[src/rtl/cmp_result_monitor.sv]
// ---------------------------------------------------------------------------
// cmp_result_monitor
//   Debounces the less/equal/greater flags of a 3-bit magnitude comparator
//   into a registered, glitch-free relation state. Counts committed
//   known->known relation changes (saturating) and flags non-one-hot flag
//   combinations with a sticky error bit.
//
//   Optional feature macro: CMP_MON_ERR_EN
//     defined   : non-one-hot samples set err and restart the debounce run.
//     undefined : err is tied low; non-one-hot samples are ignored as if
//                 in_valid were low.
// ---------------------------------------------------------------------------
module cmp_result_monitor #(
    parameter int DEBOUNCE = 4,   // matching samples needed to commit (1..15)
    parameter int CNT_W    = 8    // width of the change counter
) (
    input  logic             clk,
    input  logic             rst_n,
    input  logic             in_valid,
    input  logic             L,
    input  logic             E,
    input  logic             G,
    input  logic             clr,
    output logic [1:0]       cur_state,
    output logic             state_valid,
    output logic             change,
    output logic [CNT_W-1:0] change_cnt,
    output logic             err
);

    typedef enum logic [1:0] {
        ST_UNKNOWN = 2'b00,
        ST_LESS    = 2'b01,
        ST_EQUAL   = 2'b10,
        ST_GREATER = 2'b11
    } rel_e;

    localparam logic [3:0]       RUN_MAX = 4'(DEBOUNCE);
    localparam logic [CNT_W-1:0] CNT_MAX = '1;

    // Committed relation (FSM state), debounce candidate and run length
    rel_e             state_q, state_d;
    rel_e             cand_q, cand_d;
    logic [3:0]       run_q, run_d;

    // Registered outputs
    logic             state_valid_q, state_valid_d;
    logic             change_q, change_d;
    logic [CNT_W-1:0] change_cnt_q, change_cnt_d;

    // Sample classification
    rel_e             sample_code;
    logic             one_hot;
    logic             legal;
    logic             illegal;
    logic             commit;

    // Decode the raw flags into a relation code and a one-hot indication
    always_comb begin
        // NOTE: every signal gets a default before the case so no path leaves it unassigned (no latch).
        sample_code = ST_UNKNOWN;
        one_hot     = 1'b0;
        case ({L, E, G})
            3'b100: begin sample_code = ST_LESS;    one_hot = 1'b1; end
            3'b010: begin sample_code = ST_EQUAL;   one_hot = 1'b1; end
            3'b001: begin sample_code = ST_GREATER; one_hot = 1'b1; end
            default: begin sample_code = ST_UNKNOWN; one_hot = 1'b0; end
        endcase
    end

    assign legal = in_valid & one_hot;

`ifdef CMP_MON_ERR_EN
    assign illegal = in_valid & ~one_hot;
`else
    // Without checking, a non-one-hot sample is simply not a sample.
    assign illegal = 1'b0;
`endif

    // Debounce run tracking: extend a matching run, restart on a new code,
    // invalidate on an illegal sample, hold through idle cycles
    always_comb begin
        cand_d = cand_q;
        run_d  = run_q;
        if (legal) begin
            // run_q == 0 means there is no valid candidate to match against
            if ((run_q != 4'd0) && (sample_code == cand_q)) begin
                if (run_q < RUN_MAX) begin
                    run_d = run_q + 4'd1;
                end
            end else begin
                cand_d = sample_code;
                run_d  = 4'd1;
            end
        end else if (illegal) begin
            cand_d = ST_UNKNOWN;
            run_d  = 4'd0;
        end
    end

    // A commit happens on the edge that accepts the DEBOUNCE-th matching
    // sample, and only if it actually moves the committed relation
    assign commit = legal && (run_d == RUN_MAX) && (cand_d != state_q);

    // FSM next state: candidate is always a known relation on a commit, so
    // the committed state can never fall back to UNKNOWN
    always_comb begin
        state_d = state_q;
        if (commit) begin
            state_d = cand_d;
        end
    end

    // Next values of the registered outputs
    always_comb begin
        state_valid_d = state_valid_q | commit;
        // Leaving UNKNOWN is not a relation change
        change_d      = commit && (state_q != ST_UNKNOWN);
        change_cnt_d  = change_cnt_q;
        if (clr) begin
            change_cnt_d = '0;
        end else if (change_d && (change_cnt_q != CNT_MAX)) begin
            change_cnt_d = change_cnt_q + CNT_W'(1);
        end
    end

    // State, debounce and output registers
    always_ff @(posedge clk or negedge rst_n) begin
        if (!rst_n) begin
            state_q       <= ST_UNKNOWN;
            cand_q        <= ST_UNKNOWN;
            run_q         <= 4'd0;
            state_valid_q <= 1'b0;
            change_q      <= 1'b0;
            change_cnt_q  <= '0;
        end else begin
            // NOTE: non-blocking assignments so every register samples pre-edge values.
            state_q       <= state_d;
            cand_q        <= cand_d;
            run_q         <= run_d;
            state_valid_q <= state_valid_d;
            change_q      <= change_d;
            change_cnt_q  <= change_cnt_d;
        end
    end

`ifdef CMP_MON_ERR_EN
    logic err_q, err_d;

    // Sticky error: an illegal sample sets it even when clr is asserted
    always_comb begin
        err_d = err_q;
        if (illegal) begin
            err_d = 1'b1;
        end else if (clr) begin
            err_d = 1'b0;
        end
    end

    // Error flag register
    always_ff @(posedge clk or negedge rst_n) begin
        if (!rst_n) begin
            err_q <= 1'b0;
        end else begin
            err_q <= err_d;
        end
    end

    assign err = err_q;
`else
    assign err = 1'b0;
`endif

    assign cur_state   = state_q;
    assign state_valid = state_valid_q;
    assign change      = change_q;
    assign change_cnt  = change_cnt_q;

endmodule

[config.mk]
export PLATFORM = sky130hd
export DESIGN_NAME = cmp_result_monitor
export DESIGN_NICKNAME = d
export VERILOG_FILES = /design/src/rtl/cmp_result_monitor.sv
export SDC_FILE = /design/constraint.sdc
export NUM_CORES = 1
export LEC_CHECK = 0
export BUFFER_PORTS_ARGS = -buffer_cell sky130_fd_sc_hd__buf_2
export CELL_PAD_IN_SITES_DETAIL_PLACEMENT = 1
export CELL_PAD_IN_SITES_GLOBAL_PLACEMENT = 2
export CORE_AREA = 2 2 60 62
export DETAILED_ROUTE_END_ITERATION = 16
export DIE_AREA = 0 0 62 64
export GPL_TIMING_DRIVEN = 0
export PLACE_DENSITY_LB_ADDON = 0.1
export SLEW_MARGIN = 5
export SYNTH_ARGS = -nofsm -noshare
export SYNTH_HDL_FRONTEND = slang
export SYNTH_SLANG_ARGS = --single-unit
[constraint.sdc]
create_clock -name clk -period 4.7 [get_ports clk]
set_input_delay 0.47 -clock clk [delete_from_list [all_inputs] [get_ports clk]]
set_output_delay 0.47 -clock clk [all_outputs]
set_load 0.03 [all_outputs]
==> metrics.md, run 1 <==
| Metric | Value |
|---|---|
| Outcome | complete, no violations |
| Setup TNS | 0 ns |
| Clock Power Share | between 20% and 30% |
| Leak pwr | 0.000593 uW |
| Post-CTS Setup Inserts | 0 |
| Worst Path Arrival | 2.39 ns |
| I/O Buffers | 14 |
| First-pass GRT wire length | ~4300 um |
| Post-synthesis sequential area ratio | about 40% |
| Number of antenna violations at the first check in global routing | 0 |
| Post-layout nets | 141 |
| R2r endpoint | change_cnt[3] |
| Final ANT Viol Nets | 0 |
| TritonRoute pass-1 iters | 2 |
| Async SR Flop Fraction | 100% |
| Mean post-synth cell area | roughly 10 um2 |
| Grt ovf | 0 |
| Die X | just over 60 um |
| Post-CTS sizing | 0 |
| Reg2reg start | cand_q[1] |
| RSZ-0062 raised after global routing | false |
| Yosys reg bits | 18 |
| CP startpoint kind | register |
| Worst Skew | roughly 0.0037 ns |
| Mapped Cells | 112 |
| Top-area cell type share of the netlist area | around two fifths |
| Routed length per instance | 13.5 um |
| Core Util, Final | about 39% |
| DP HPWL | around 1900 um |
| Max Slew Vio Count | 0 |
| End of the critical path | change_cnt[3] |
| Die Area | between 3000 and 4000 um2 |
| Final period utilization | between 40 and 50% |
| Worst vdd ir | just under 0.1 mV |
| Max Clk Rate | 462 MHz |
| Internal | between 200 and 300 uW |
| Total power | between 400 and 500 uW |
| Setup-failing EPs final | 0 |
| Yosys top cell by area | dfrtp_1 |
| CTS H-tree lvls | 1 |
| Routability congestion estimate | 0.734 |
| Antenna diode count | 0 |
| Power per cell area | between 300 and 400 nW/um2 |
| Mapped Area | around 1100 um2 |
| Req. time, crit path | 4.92 ns |
| Number of max-cap violations | 0 |
| IO Count | 20 |
| Wirelength, routed | about 2400 um |
| Main area contributors after synthesis | dfrtp_1 40%, a21oi_1 4.9%, ha_1 3.3% |
| CTS Hold Buffers Added | 0 |
| Core region area | around 3300 um2 |
| Worst reg2reg path depth | 8 |
| CP cell instances | or4bb_1 > nand3_2 > a2bb2oi_4 > nor2_4 > o2111ai_4 > buf_6 > or3_1 > a21oi_1 |
| Initial Util | between 30% and 40% |
| Most frequently used flop master after synthesis | dfrtp_1 |
| Ys Warns | 0 |
| CTS Buffer Depth | 2 |
| Vias in the first global route | between 900 and 1000 |
| Post-synthesis cell type count | between 40 and 50 |
| Switching power | between 150 and 200 uW |
| Worst R2R Setup Slack | about 2.5 ns |
| Syn_nets | approximately 120 |
| Die Y | between 60 and 70 um |
| Post-synth EDFFs | 0 |
| Worst-Skew Late Latency | approximately 0.29 ns |
| Worst hold-check path type | in -> async |
| FILL cells | between 300 and 400 |
| Global Route Usage Sum | roughly 14% |
| Tmin final | 2.16 ns |
| Clock buffer count from CTS | 3 |
| DRC Markers | 0 |
| Setup crit start | cand_q[1] |
| Root Driver | clkbuf_4 |
| CP peak stage delay | roughly 0.52 ns |
| CTS tree | yes |
| Sequential power share | a little over two fifths |
| Maximum fanout along the worst path | 10 |
| Largest net degree at the start of global routing | 19 |
| CP endpoint kind | register |
| Vias | 892 |
| Clk slew on worst S/H paths | between 0.1 and 0.15 ns |
| Row cnt | 21 |
| Sw Ratio | 36.9% |
| Hold Vio Cnt, Final | 0 |
| 1st-iter DRT viols | 25 |
| CP max stage cell | or4bb_1 |
| DR vias/cell | a little over 5 |
| CTS sink cnt | 18 |
| Combinational power share | between 30% and 40% |
| Crit path kind | reg -> reg |
| Share of layout cells above drive strength 1 | approximately a quarter |
| P&R area growth vs syn | 14.6% |
## per-layer routing
metal | track usage [%] | share of wire, %
met1 | 18.0 | 43
met2 | 24.0 | 54
met3 | 1.82 | 2.6
met4 | 3.99 | 0.80
met5 | 0 | 0
## power by group through the flow
stage	Sequential (uW)	Clock (uW)	Combinational, uW
2_1_floorplan	208	0	129
3_3_place_gp	198	0	172
3_5_place_dp	200	0	176
4_1_cts	196	101	177
5_1_grt	200	109	192
6_report	196	96.0	173
## synth_stat cells, types with 2 or more instances
library cell,instances
a21oi_1,11
buf_4,2
buf_6,2
dfrtp_1,18
ha_1,3
inv_1,6
mux2_2,2
mux2i_1,2
nand2_1,8
nand3_1,7
nor2_1,6
o21a_1,2
o21ai_0,4
o21ai_1,3
o31ai_1,2
or3_1,4
xor2_1,3
## worst min-delay path by stage
stage	to	slack, ns	cells past startpoint
after global routing	change_cnt[3]	0.1	1
after global placement	change_cnt[3]	0.43	1
final	change_cnt[3]	0.1	1
after detailed placement	change_cnt[3]	0.43	1
after CTS	change_cnt[3]	0.1	1
after floorplan	cand_q[0]	0.17	0
## flip-flops by register name (all words and copies together) (netlist names)
signal	cells
state_valid	1
change_cnt	8
run_q	4
cur_state	2
change	1
cand_q	2
## stage by stage
step	cell area (um2)	hold slack, ns	setup WS [ns]	cells
finish	1290	0.0971	2.54	176
global route	1290	0.0979	2.40	176
CTS	1290	0.0974	2.50	176
detailed placement	1250	0.428	2.21	172
global placement	1250	0.428	2.26	172
floorplan	1130	0.174	2.46	112
## layout make-up
type                            count  area, um2  share of cell area, %
Clock buffer                        4       36.3                   2.81
Timing Repair Buffer               14       70.1                   5.43
Inverter                            6       22.5                   1.75
Multi-Input combinational cell     82        608                   47.1
Buffer                              6       45.0                   3.49
Tap cell                           46       57.6                   4.46
Sequential cell                    18        450                   34.9
## logic make-up after synthesis
logic type                 Yosys count  synth area share, %
buffers and inverters               12                 6.00
DFF                                 18                 40.0
adders and majority gates            4                 4.22
xor gates and xnor gates             5                 4.56
and+or+nand+nor                     36                 18.6
AOI/OAI and AO/OA                   31                 21.3
muxes                                5                 5.00
other                                1                0.333
## critical path: cells and delay by family (launching register included)
| family | cells | cell delay (ns) |
|---|---|---|
| buf+inv | 1 | 0.18 |
| simple gates | 4 | 1.07 |
| compound gates | 3 | 0.39 |
| flops | 1 | 0.45 |
## placed cells by master (no fill, tap or decap), types with 2 or more instances in the layout
master / count
mux2_2: 2
nand3_1: 7
xor2_1: 3
o21a_1: 2
or3_1: 4
clkbuf_4: 3
ha_1: 3
nor2_1: 6
mux2i_1: 2
o21ai_1: 3
o21ai_0: 4
inv_1: 6
nand2_1: 8
dfrtp_1: 18
buf_4: 2
o31ai_1: 2
buf_6: 2
a21oi_1: 11
buf_2: 14
Note: power is estimated with default switching activity, not from simulation.
==> inputs of run 2 (changes only) <==
--- a/config.mk
+++ b/config.mk
@@ -8,9 +8,9 @@
 export BUFFER_PORTS_ARGS = -buffer_cell sky130_fd_sc_hd__buf_2
 export CELL_PAD_IN_SITES_DETAIL_PLACEMENT = 1
 export CELL_PAD_IN_SITES_GLOBAL_PLACEMENT = 2
-export CORE_AREA = 2 2 60 62
+export CORE_AREA = 2 2 64 66
 export DETAILED_ROUTE_END_ITERATION = 16
-export DIE_AREA = 0 0 62 64
+export DIE_AREA = 0 0 66 68
 export GPL_TIMING_DRIVEN = 0
 export PLACE_DENSITY_LB_ADDON = 0.1
 export SLEW_MARGIN = 5
==> constraint.sdc (replaced) <==
create_clock -name clk -period 1.95 [get_ports clk]
set_input_delay 0.195 -clock clk [delete_from_list [all_inputs] [get_ports clk]]
set_output_delay 0.195 -clock clk [all_outputs]
set_load 0.03 [all_outputs]
==> metrics.md, run 2 (same netlist as run 1, synthesis figures left out) <==
| Metric | Value |
|---|---|
| Worst vdd ir | 0.286 mV |
| Die Y | slightly below 70 um |
| Share of layout cells above drive strength 1 | 34.8% |
| Die X | 66 um |
| Most common cell after layout, fill and taps aside | dfrtp_1 |
| Die Area | about 4500 um2 |
| Failing checks | setup timing |
| Reg2reg start | cand_q[0] |
| Final period utilization | 108% |
| Pre-CTS setup slack | -0.261 ns |
| Tmin final | between 2 and 2.5 ns |
| Routability congestion estimate | 0.683 |
| DR vias/cell | about 5 |
| CP max stage cell | or4_1 |
| Largest net degree at the start of global routing | 19 |
| CTS sink cnt | 18 |
| Total power | about 1300 uW |
| DP HPWL | just under 2000 um |
| Power per cell area | roughly 900 nW/um2 |
| CTS tree | yes |
| Req. time, crit path | 2.13 ns |
| Setup crit start | cand_q[0] |
| Crit path kind | reg -> reg |
| CP cell instances | or4bb_1 > nand3_2 > a2bb2oi_4 > nor2_4 > o2111ai_4 > or4_1 > a21oi_1 |
| Outcome | finished with violations |
| Antenna diode count | 0 |
| Switching power | roughly 450 uW |
| Initial Util | between 20% and 30% |
| CP endpoint kind | register |
| Core Util, Final | ~36% |
| Grt ovf | 0 |
| Max Slew Vio Count | 0 |
| CP startpoint kind | register |
| P&R area growth vs syn | 24.6% |
| Row cnt | 23 |
| RSZ-0062 raised after global routing | true |
| Final ANT Viol Nets | 0 |
| Setup-failing EPs final | 7 |
| DRC Markers | 0 |
| CTS H-tree lvls | 1 |
| Root Driver | clkbuf_8 |
| Worst Path Arrival | 2.29 ns |
| CP peak stage delay | 0.53 ns |
| Maximum fanout along the worst path | 6 |
| Wirelength, routed | between 2000 and 3000 um |
| Worst R2R Setup Slack | -0.16 ns |
| CTS Buffer Depth | 2 |
| Most frequent cells in the layout | 16 x dfrtp_1, 14 x buf_2, 9 x a21oi_1 |
| Final instance area | about 1400 um2 |
| 1st-iter DRT viols | 18 |
| Leak pwr | between 0.0006 and 0.0007 uW |
| Sw Ratio | 35.7% |
| First-pass GRT wire length | between 4000 and 5000 um |
| Placed cell areas | between 1000 and 1500 um2 |
| Number of antenna violations at the first check in global routing | 0 |
| End of the critical path | change_cnt[7] |
| Post-layout nets | roughly 150 |
| IO Count | 20 |
| Worst reg2reg path depth | 7 |
| Worst Skew | 0.00159 ns |
| Global Route Usage Sum | about 13% |
| Vias in the first global route | 934 |
| Post-route setup slack | -0.162 ns |
| Clk slew on worst S/H paths | roughly 0.070 ns |
| Vias | just over 900 |
| Internal | ~820 uW |
| Number of flip-flops in the largest register | 8 |
| TritonRoute pass-1 iters | 4 |
| Hold Vio Cnt, Final | 0 |
| Sequential power share | a little under two fifths |
| I/O Buffers | 14 |
| Max Clk Rate | roughly 470 MHz |
| Worst hold-check path type | in -> reg |
| Core region area | a little under 4000 um2 |
| Clock buffer count from CTS | 3 |
| Worst-Skew Late Latency | around 0.25 ns |
| Combinational power share | 37.6% |
| R2r endpoint | change_cnt[7] |
| Routed length per instance | 14.1 um |
| Number of max-cap violations | 0 |
| Clock Power Share | between 20% and 30% |
run 2: cell count changes in the layout (fill, tap and decap cells not counted), sizes merged:
cell	delta
buf	+7
dlygate4sd3	+1
run 2: metal layers:
layer  global-route usage, %  part of all wire, %
met1                    15.5                   46
met2                    23.4                   51
met3                    2.30                  2.2
met4                    4.59                 0.72
met5                       0                    0
run 2: worst max-delay path, delay by kind of cell, from the launching register on:
kind,cells,cell delay (ns)
AOI/OAI and AO/OA,3,0.36
DFF,1,0.44
and+or+nand+nor,4,1.24
run 2: layout make-up:
| class | instances | area [um2] |
|---|---|---|
| multi-input combinational | 82 | 628 |
| sequential | 18 | 453 |
| inverter | 6 | 22.5 |
| tap | 50 | 62.6 |
| timing repair buffer | 22 | 136 |
| clock buffer | 4 | 55.1 |
| fill | 464 | 2450 |
| buffer | 6 | 45.0 |
run 2: through the flow:
step / hold WS, ns / cells / setup TNS (ns)
after floorplan: -0.101 / 112 / -0.0111
after global placement: 0.163 / 176 / -1.21
after detailed placement: 0.167 / 176 / -1.58
after CTS: 0.309 / 186 / -0.655
after global routing: 0.346 / 188 / -1.66
final: 0.287 / 188 / -0.710
run 2: how the worst min path moves through the flow:
stage / start / to / slack, ns / cells past startpoint
2_1_floorplan: rst_n / cand_q[0] / -0.10 / 0
3_5_place_dp: rst_n / change_cnt[3] / 0.17 / 1
6_report: clr / change_cnt[1] / 0.29 / 2
3_3_place_gp: rst_n / change_cnt[3] / 0.16 / 1
5_1_grt: clr / change_cnt[1] / 0.35 / 2
4_1_cts: clr / change_cnt[0] / 0.31 / 2
run 2: power by group through the flow:
stage	logic [uW]	registers [uW]	clock network, uW
after global routing	538	488	340
final	477	478	314
after CTS	453	475	326
after floorplan	312	500	0
after detailed placement	426	484	0
after global placement	421	479	0
run 2: repair_timing:
action                                 4_1_cts  5_1_grt
resized for setup                            2        6
setup endpoints to repair                    7       10
pin swaps                                    5        4
hold buffers                                 1        0
endpoints found under the hold margin       18        0
setup buffers                                5        2
